<file path="config.mk">
export PLATFORM = sky130hd
export DESIGN_NAME = output_deskew
export DESIGN_NICKNAME = d
export VERILOG_FILES = /design/src/rtl/output_deskew.sv
export SDC_FILE = /design/constraint.sdc
export NUM_CORES = 1
export LEC_CHECK = 0
export ABC_AREA = 1
export ABC_CLOCK_PERIOD_IN_PS = 1100
export CAP_MARGIN = 15
export CORE_AREA = 2 2 83 85
export CTS_CLUSTER_DIAMETER = 80
export DETAILED_ROUTE_END_ITERATION = 10
export DIE_AREA = 0 0 85 87
export PLACE_DENSITY = 0.87
export SLEW_MARGIN = 20
export SYNTH_ARGS = -nofsm -noshare
export SYNTH_HDL_FRONTEND = slang
export SYNTH_SLANG_ARGS = --single-unit
</file>
<file path="constraint.sdc">
create_clock -name clk -period 1.1 [get_ports clk]
set_input_delay 0.22 -clock clk [delete_from_list [all_inputs] [get_ports clk]]
set_output_delay 0.22 -clock clk [all_outputs]
set_load 0.02 [all_outputs]
</file>
<file path="src/rtl/output_deskew.sv">
// output_deskew: reassembles the skewed column outputs of a 2x2 systolic
// array into a full 2x2 result matrix, held until the consumer acknowledges.
module output_deskew #(
  parameter int DATA_W = 16
) (
  input  logic              clk,
  input  logic              reset,
  input  logic              start,
  input  logic [DATA_W-1:0] c_in1,
  input  logic [DATA_W-1:0] c_in2,
  input  logic              result_ack,
  output logic [DATA_W-1:0] c11,
  output logic [DATA_W-1:0] c12,
  output logic [DATA_W-1:0] c21,
  output logic [DATA_W-1:0] c22,
  output logic              result_valid,
  output logic              busy,
  output logic              overrun
);

  localparam logic [1:0] IDLE    = 2'd0;
  localparam logic [1:0] COLLECT = 2'd1;
  localparam logic [1:0] HOLD    = 2'd2;

  logic [1:0] state;
  logic [1:0] k;

  // Burst sequencing, lane capture, result handshake and sticky overrun.
  always_ff @(posedge clk) begin
    if (reset) begin
      state        <= IDLE;
      k            <= '0;
      c11          <= '0;
      c12          <= '0;
      c21          <= '0;
      c22          <= '0;
      result_valid <= 1'b0;
      overrun      <= 1'b0;
    end else begin
      case (state)
        IDLE: begin
          if (start) begin
            c11   <= c_in1;
            k     <= 2'd1;
            state <= COLLECT;
          end
        end

        COLLECT: begin
          // A new start cannot be honoured mid-burst; flag it and carry on.
          if (start) overrun <= 1'b1;
          if (k == 2'd1) begin
            c21 <= c_in1;
            c12 <= c_in2;
            k   <= 2'd2;
          end else if (k == 2'd2) begin
            c22          <= c_in2;
            k            <= '0;
            state        <= HOLD;
            result_valid <= 1'b1;
          end else begin
            // k cannot legally be 0 here; recover to a clean idle.
            k     <= '0;
            state <= IDLE;
          end
        end

        HOLD: begin
          if (result_ack) begin
            result_valid <= 1'b0;
            if (start) begin
              // Back-to-back burst: c11 of the next burst arrives with the ack.
              c11   <= c_in1;
              k     <= 2'd1;
              state <= COLLECT;
            end else begin
              state <= IDLE;
            end
          end else if (start) begin
            overrun <= 1'b1;
          end
        end

        default: begin
          state        <= IDLE;
          k            <= '0;
          result_valid <= 1'b0;
        end
      endcase
    end
  end

  // Busy reflects the collection phase only.
  always_comb begin
    busy = (state == COLLECT);
  end

endmodule
</file>
### Word-level counts from Yosys, hierarchy flattened

Cells that the tools add are included.

* register bits after elaboration: 70
* word-level logic and storage cells: 48

* equality and inequality tests: 9
* mux-type cells: 20
* bitwise gates (word level): 2
* reduce and logical (&&, ||, !) cells: 9

Operators with widths (count)
* 16-bit two-way mux: 2
* 16-bit one-hot mux with 2 select lines: 1
* 2-bit two-way mux: 7
* 2-bit one-hot mux with 3 select lines: 2
* 2-bit inequality test, second input constant: 4
* 1-bit two-way mux: 6
* 2-bit AND reduction: 3
* 3-bit AND reduction: 2
* 2-bit by 1-bit == test with 1-bit output, second input constant: 2
* 2-bit == test, second input constant: 2
* 4-bit AND reduction: 1
* 2-bit nonzero test: 2
* 1-bit one-hot mux with 3 select lines: 1
* 2-bit zero test: 1
* 2-bit by 1-bit inequality test with 1-bit output, second input constant: 1
* 1-bit inverter: 2
* 1-bit one-hot mux with 2 select lines: 1

### Logic depth before layout (Yosys ltp)

Gate-level depths: netlist of run 1.

* depth after elaboration: 4
* depth in mapped cells: 8
* gate-level depth less buffers: 7

### Worst setup path after synthesis of run 1

Ideal clock, no wire load.

* kind: register to register
* start point: register state[1]
* end point: register c12[15]
* data arrival time: 937 ps
* data required time: 984 ps
* slack: 47 ps
* cell stages (with the launch flop): 9
* path buffers: 1
* path through: dfxtp_1 inv_2 nand2_4 inv_6 nand2_8 inv_8 buf_12 nor2_2 nor2_1

* longest elaborated chain between the ends: 2

Ends and longest elaborated chain
* from (decl): line 25 `logic [1:0] state;`
* from (signal assigned): line 31 `state <= IDLE;`
* from (signal assigned): line 45 `state <= COLLECT;`
* from (signal assigned): line 59 `state <= HOLD;`
* 2-bit by 1-bit == test with 1-bit output
* named net busy: line 17 `output logic busy,`
* 2-bit AND reduction (no source line)
* to (signal assigned): line 54 `c12 <= c_in2;`
* to (decl): line 13 `output logic [DATA_W-1:0] c12,`

The timed path passes the listed nets, and every way through them passes these cells.
A chain may end at the register's enable or synchronous reset.

### Worst setup path in the final report of run 1

* start point: register k[0]
* end point: register c12[6]

* longest elaborated chain between the ends: 2

Ends and longest elaborated chain
* from (decl): line 26 `logic [1:0] k;`
* from (signal assigned): line 32 `k <= '0;`
* from (signal assigned): line 44 `k <= 2'd1;`
* from (signal assigned): line 55 `k <= 2'd2;`
* 2-bit by 1-bit == test with 1-bit output: line 52 `if (k == 2'd1) begin`
* 2-bit AND reduction (no source line)

Every way passes these cells.

==> impl_metrics.ini, run 1 <==
[drt]
wl_per_cell_um = 15.9
ant_nets = 0
drc_errors = 0
wirelength_mm = 8.90
viasPerCell = 5.01
detailedRoute.firstIterationViolations = 114
first_pass_iters = 4
routed-via-count = 2799

[cts]
clock_tree.buffer_depth = 2
clk-insertion-delay-late_ns = 0.33
cts_tree = built
clk_root_buffer_cell = clkbuf_8
tritoncts_num_sinks = 70
cts.clk_slew.worst_paths_ns = 0.08
cts_hold_buffers = 0
clock_tree.htree_level_count = 3
number_of_buffers_created_by_cts = 9

[layout]
antenna_cells_inserted = 0
finalNetCount = 510
areaGrowthSynthToFinish_pct = 63.0
finish.utilization_pct = 67.0
final_cell_count_no_fill = 559
post_route_cells_drive_above_1_share_pct = 49.7

[status]
run_status = finished, violations left
failed_checks = setup timing

[synthesis]
synth.top_cells.by_count = dfxtp_1, nor2_1, o21ai_1, nor2_2, a21oi_1
synth_top_family_by_area = simple AND/OR/NAND/NOR gates
synthSimpleGateAreaFrac_pct = 26.5
asyncSetResetFlopFracSynth_pct = 0
postSynthRegisterBits = 70
synth-compound-area-share_pct = 13.2
synth_top_cell_by_area = dfxtp_1
synth-edff-count = 0
syn-instance-count = 315
syn-cell-area_um2 = 2700
ranking_of_synthesized_cells_by_area = dfxtp_1, nor2_1, nor2_2, o21ai_1, a21oi_1
distinct_cell_type_count_of_the_synthesized_netlist = 23
xor_and_xnor_area_share_after_synthesis_pct = 0
synth_fp_nets = 351
synth-main-ff-cell = dfxtp_1
synth-adder-area-share_pct = 0
ys_seq_area_share_pct = 51.9
yosysTopAreaCellShare_pct = 51.9
synth.most_common_cell = dfxtp_1
post_synth_mux_area_share_pct = 0
synth_warnings = 0
postSynthAreaPerCell_um2 = 8.56

[timing]
layout_min_cycle_time_ns = 1.19
slew_at_the_pin_closest_to_its_max_slew_limit_ns = 0.244
tns_ns = -2.28
timing.final.hold_violations = 0
timing.final.setup_violations = 39
finalCritPeriodShare_pct = 108
maxSlewHeadroom_pct = 83.7
fin_skew_ns = 0.00646
grt_setup_unrepaired = true
final.hold.worst_slack_ns = 0.411
final-max-slew-violation-count = 0
fin_ws_ns = -0.0932
fmax_ghz = 0.838

[grt]
grt_pass1_vias = 2653
grt_start_max_net_pins = 27
grtUsageTotal_pct = 22.0
grt_antenna_before_repair = 0
grt.overflow.total = 0
grt_pass1_wl_mm = 12.8

[place]
detailedPlacementHpwl_mm = 5.78
dp.cells = 534
finalWeightedCongestion = 0.818
port_buffers = 102

[min_path]
worst_hold_path.num_cells = 4
worstHoldPathType = in2reg
worst_hold_startpoint = start
whs_endpoint = c11[8]

[worst_setup_path]
timing.critical_path.buf_inv = 2
top_delay_family_on_crit_path = simple AND/OR/NAND/NOR gates
critical_path.max_fanout = 6
critical_path.reg2reg.endpoint = c12[6]
cp.required_ns = 1.33
critical_path.cell_chain = inv_2 -> nor2_4 -> nand2_8 -> buf_4 -> o21ai_2 -> nor2_1
worstPathArrival_ns = 1.42
worst_path_cell_with_the_longest_stage_delay = dfxtp_2
critical-path-max-stage-delay_ns = 0.34
start_kind = register
path_class = reg2reg
reg2reg_from = k[0]
critical_path.startpoint = k[0]
ff2ff_path_depth = 6
slack_of_the_worst_reg_to_reg_path_ns = -0.09
end_kind = register

[floorplanning]
floorplan.core_area_um2 = 6570
floorplan.die_area_um2 = 7400
cell_rows = 30
die_h_um = 87
fp.dieW_um = 85
io_pins = 103
initial_core_util_pct = 41.1

[power_and_ir_drop]
p_leak_nw = 2.02
power.ir.vdd_worst_v = 0.000699
post-layout-total-power_mw = 5.78
powerDensity_nw_per_um2 = 1310

[run]
cap_violations = 0
[cells in the final DEF (no fill, tap or decap), types with 14 or more instances in the layout]
| cell | Yosys | routed |
|---|---|---|
| a21oi_1 | 22 | 20 |
| buf_2 | 5 | 29 |
| buf_4 | 0 | 87 |
| clkdlybuf4s50_1 | 0 | 34 |
| dfxtp_1 | 70 | 50 |
| dfxtp_2 | 0 | 19 |
| nand2_1 | 21 | 19 |
| nand4_1 | 16 | 16 |
| nor2_1 | 67 | 61 |
| nor2_2 | 31 | 34 |
| o21ai_1 | 38 | 32 |
| o21ai_2 | 0 | 14 |
[worst reg2reg max path, delay by kind of cell (launching register included)]
kind	cells	cell delay (ns)
flip-flops	1	0.34
AND/OR/NAND/NOR	3	0.38
buffers and inverters	2	0.25
AO/OA/AOI/OAI	1	0.13
[metrics by stage]
| step | setup slack, ns | instance area (µm²) |
|---|---|---|
| 6_report | -0.0932 | 4400 |
| 5_1_grt | -0.166 | 4400 |
| 4_1_cts | -0.0840 | 4070 |
| 3_5_place_dp | -0.261 | 4140 |
| 3_3_place_gp | -0.220 | 4140 |
| 2_1_floorplan | 0.0474 | 2700 |
[worst max path at each step]
stage | endpoint | slack [ns] | cells past startpoint
floorplan | c12[15] | 0.05 | 8
detailed placement | c11[8] | -0.26 | 7
global placement | state[0] | -0.22 | 6
global route | c12[11] | -0.17 | 7
finish | c12[6] | -0.09 | 6
CTS | c21[3] | -0.08 | 8
[cell type report]
class | instances | area, µm²
Clock buffer | 12 | 155
Inverter | 9 | 50.0
Multi-Input combinational cell | 216 | 1210
Sequential cell | 70 | 1430
Tap cell | 80 | 100
Timing Repair Buffer | 168 | 1410
Fill cell | 489 | 2170
Clock inverter | 4 | 45.0
[what timing repair did]
item                                    in CTS  in global routing
pin swaps                                    0                  7
buffers inserted                             1                  5
gates cloned                                 1                  2
endpoints found under the setup margin     116                107
resized for setup                          283                103
[power by group]
group | total (mW) | internal, mW | switching [mW] | leakage [nW]
Sequential | 2.70 | 2.64 | 0.0631 | 0.578
Clock | 2.09 | 1.16 | 0.926 | 0.106
Combinational | 0.993 | 0.487 | 0.506 | 1.34
[cells by family (layout without fill, tap and decap cells)]
kind of cell    Yosys count  count (layout)
simple gates            144             145
buf+inv                  30             193
compound gates           71              71
flops                    70              70
[layer usage]
metal	vias up	GRT usage [%]	wire, µm
met3	30	5.21	388
met1	1311	27.3	3630
li1	1359	-	-
met5	-	0	0
met2	99	35.6	4540
met4	0	11.7	344
[registers in the layout, summed over array words and instances (netlist names)]
signal	flops
c11	16
c21	16
result_valid	1
c12	16
overrun	1
state	2
c22	16
k	2
Power figures use the tool's default switching activity.
==> run 2: changes to the inputs <==
--- a/config.mk
+++ b/config.mk
@@ -9,6 +9,7 @@
 export ABC_CLOCK_PERIOD_IN_PS = 1100
 export CAP_MARGIN = 15
 export CORE_AREA = 2 2 83 85
+export CTS_BUF_LIST = sky130_fd_sc_hd__clkbuf_16
 export CTS_CLUSTER_DIAMETER = 80
 export DETAILED_ROUTE_END_ITERATION = 10
 export DIE_AREA = 0 0 85 87
==> run 2 against run 1 <==
Effect of this change: the run still ends with setup timing left; global-route usage is 0.78 points higher; clock skew is 0.0030 ns lower; cell count is 0.18% lower; register-to-register slack worse by 0.03 ns; largest power group is now the clock network; design area is 0.20% lower; sequential share of layout area is 0.42 points lower; clock power is 32% higher; clock-buffer cell count is 3 lower; fmax is 2.4% lower; core utilization is 0.13 points lower; die area stayed put; via count is 1.9% higher.
==> impl_metrics.ini, run 2 (synthesis results as in run 1) <==
[run]
cap_violations = 0

[drt]
met1Wirelength_mm = 3.60
ant_nets = 0
routed-via-count = 2853
wl_met3_um = 444
dr_wl_met2_mm = 4.46
maxUsedRoutingLayer = met4
first_pass_iters = 5
wirelength_mm = 8.94
detailedRoute.firstIterationViolations = 108
wl_per_cell_um = 16.0
viasPerCell = 5.11
drc_errors = 0

[min_path]
worstHoldPathType = in2reg
worst_hold_path.num_cells = 4
worst_hold_startpoint = start
whs_endpoint = c11[8]

[grt]
grt.overflow.total = 0
grt_pass1_vias = 2679
grt_pass1_wl_mm = 13.1
grt_antenna_before_repair = 0
grt_start_max_net_pins = 27
grtUsageTotal_pct = 22.8

[power_and_ir_drop]
power.share.clock_pct = 43.0
seq_power_share_pct = 42.0
switchingPower_mw = 1.61
sw_frac_of_total_pct = 25.2
powerDensity_nw_per_um2 = 1460
post-layout-total-power_mw = 6.42
power.ir.vdd_worst_v = 0.000889
comb_power_share_pct = 15.0
p_leak_nw = 2.03
power.internal_mw = 4.80

[status]
run_status = finished, violations left
failed_checks = setup timing

[timing]
fmax_ghz = 0.818
fin_skew_ns = 0.00350
fin_ws_ns = -0.123
timing.final.setup_violations = 53
finalCritPeriodShare_pct = 111
slew_at_the_pin_closest_to_its_max_slew_limit_ns = 0.258
final-max-slew-violation-count = 0
layout_min_cycle_time_ns = 1.22
final.hold.worst_slack_ns = 0.433
timing.final.hold_violations = 0
grt_setup_unrepaired = true
maxSlewHeadroom_pct = 82.7

[layout]
finish.utilization_pct = 66.8
finalNetCount = 509
most-common-layout-cells = dfxtp_1, buf_2, nor2_1, buf_4, clkdlybuf4s50_1
layout_commonest_cell = dfxtp_1
antenna_cells_inserted = 0
areaGrowthSynthToFinish_pct = 62.7
post_route_cells_drive_above_1_share_pct = 46.0

[cts]
number_of_buffers_created_by_cts = 9
clock_tree.buffer_depth = 2
clk-insertion-delay-late_ns = 0.33
clk_root_buffer_cell = clkbuf_16
tritoncts_num_sinks = 70
clock_tree.htree_level_count = 3
cts_hold_buffers = 0
cts.clk_slew.worst_paths_ns = 0.05
cts_tree = built

[worst_setup_path]
critical_path.reg2reg.endpoint = c21[2]
worstPathArrival_ns = 1.44
cp.required_ns = 1.32
worst_path_cell_with_the_longest_stage_delay = dfxtp_2
reg2reg_from = state[1]
start_kind = register
critical-path-max-stage-delay_ns = 0.32
timing.critical_path.buf_inv = 4
critical_path.cell_chain = inv_2 -> nand2_4 -> inv_6 -> buf_8 -> nand2_8 -> buf_8 -> o21ai_2 -> nor2_1
end_kind = register
timing.critical_path.mode_cell = buf_8
critical_path.max_fanout = 7
slack_of_the_worst_reg_to_reg_path_ns = -0.12
path_class = reg2reg
ff2ff_path_depth = 8
top_delay_family_on_crit_path = buffers and inverters

[floorplanning]
io_pins = 103
cell_rows = 30
floorplan.core_area_um2 = 6570
floorplan.die_area_um2 = 7400
die_h_um = 87
initial_core_util_pct = 41.1
fp.dieW_um = 85

[place]
detailedPlacementHpwl_mm = 5.78
port_buffers = 102
finalWeightedCongestion = 0.818
-- run 2: cell types whose count changed in the layout (fill, tap and decap cells not counted), moves of 4 or more --
cell	delta
buf_2	+32
buf_4	-31
dfxtp_1	+17
dfxtp_2	-17
clkbuf_8	-11
clkbuf_16	+8
o21ai_1	-7
o21ai_0	+6
buf_6	-4
-- run 2: final cells by class --
cell class                      count  area, µm²
Inverter                            9       50.0
Fill cell                         471       2180
Clock buffer                        9        225
Sequential cell                    70       1410
Timing Repair Buffer              165       1290
Tap cell                           80        100
Multi-Input combinational cell    217       1250
Clock inverter                      7       56.3
Timing Repair inverter              1       5.00
-- run 2: stage by stage --
stage,instance area [µm²],setup WS (ns),cells,TNS (ns)
floorplan,2700,0.0474,315,0
global placement,4140,-0.220,534,-14.27
detailed placement,4140,-0.261,534,-15.58
CTS,4230,-0.0936,555,-3.05
global route,4390,-0.193,558,-7.02
finish,4390,-0.123,558,-4.18
-- run 2: worst max-delay path by stage --
stage	startpoint	end	slack, ns	cells past startpoint
after CTS	state[1]	busy	-0.09	4
after floorplan	state[1]	c12[15]	0.05	8
after detailed placement	result_ack	c11[8]	-0.26	7
after global placement	result_ack	state[0]	-0.22	6
final	state[1]	c21[2]	-0.12	8
after global routing	state[1]	c12[8]	-0.19	8
-- run 2: tightest hold or removal path, cell delays in order --
cell and delay [ns]:
dlymetal6s2s_1 0.19, buf_4 0.16, nand4_1 0.08, a21oi_1 0.06
-- run 2: power by group through the flow --
stage               clock, mW  combinational, mW  sequential (mW)
floorplan                   0              0.309             2.85
global placement            0              0.899             2.74
detailed placement          0              0.918             2.74
CTS                      2.78              0.893             2.69
global route             2.88               1.02             2.70
finish                   2.76              0.966             2.69
-- run 2: routing by layer --
| layer | up-vias | global-route usage (%) |
|---|---|---|
| met5 | - | 0 |
| met4 | 0 | 13.6 |
| met3 | 38 | 4.74 |
| met2 | 119 | 37.8 |
| met1 | 1339 | 27.4 |
| li1 | 1357 | - |
-- run 2: what timing repair did --
| action | in CTS | in global routing |
|---|---|---|
| endpoints found under the setup margin | 124 | 60 |
| gates cloned | 3 | 1 |
| setup buffers | 2 | 2 |
| endpoints found under the hold margin | 0 | 0 |
| pin swaps | 0 | 7 |
| gates resized for setup | 298 | 33 |
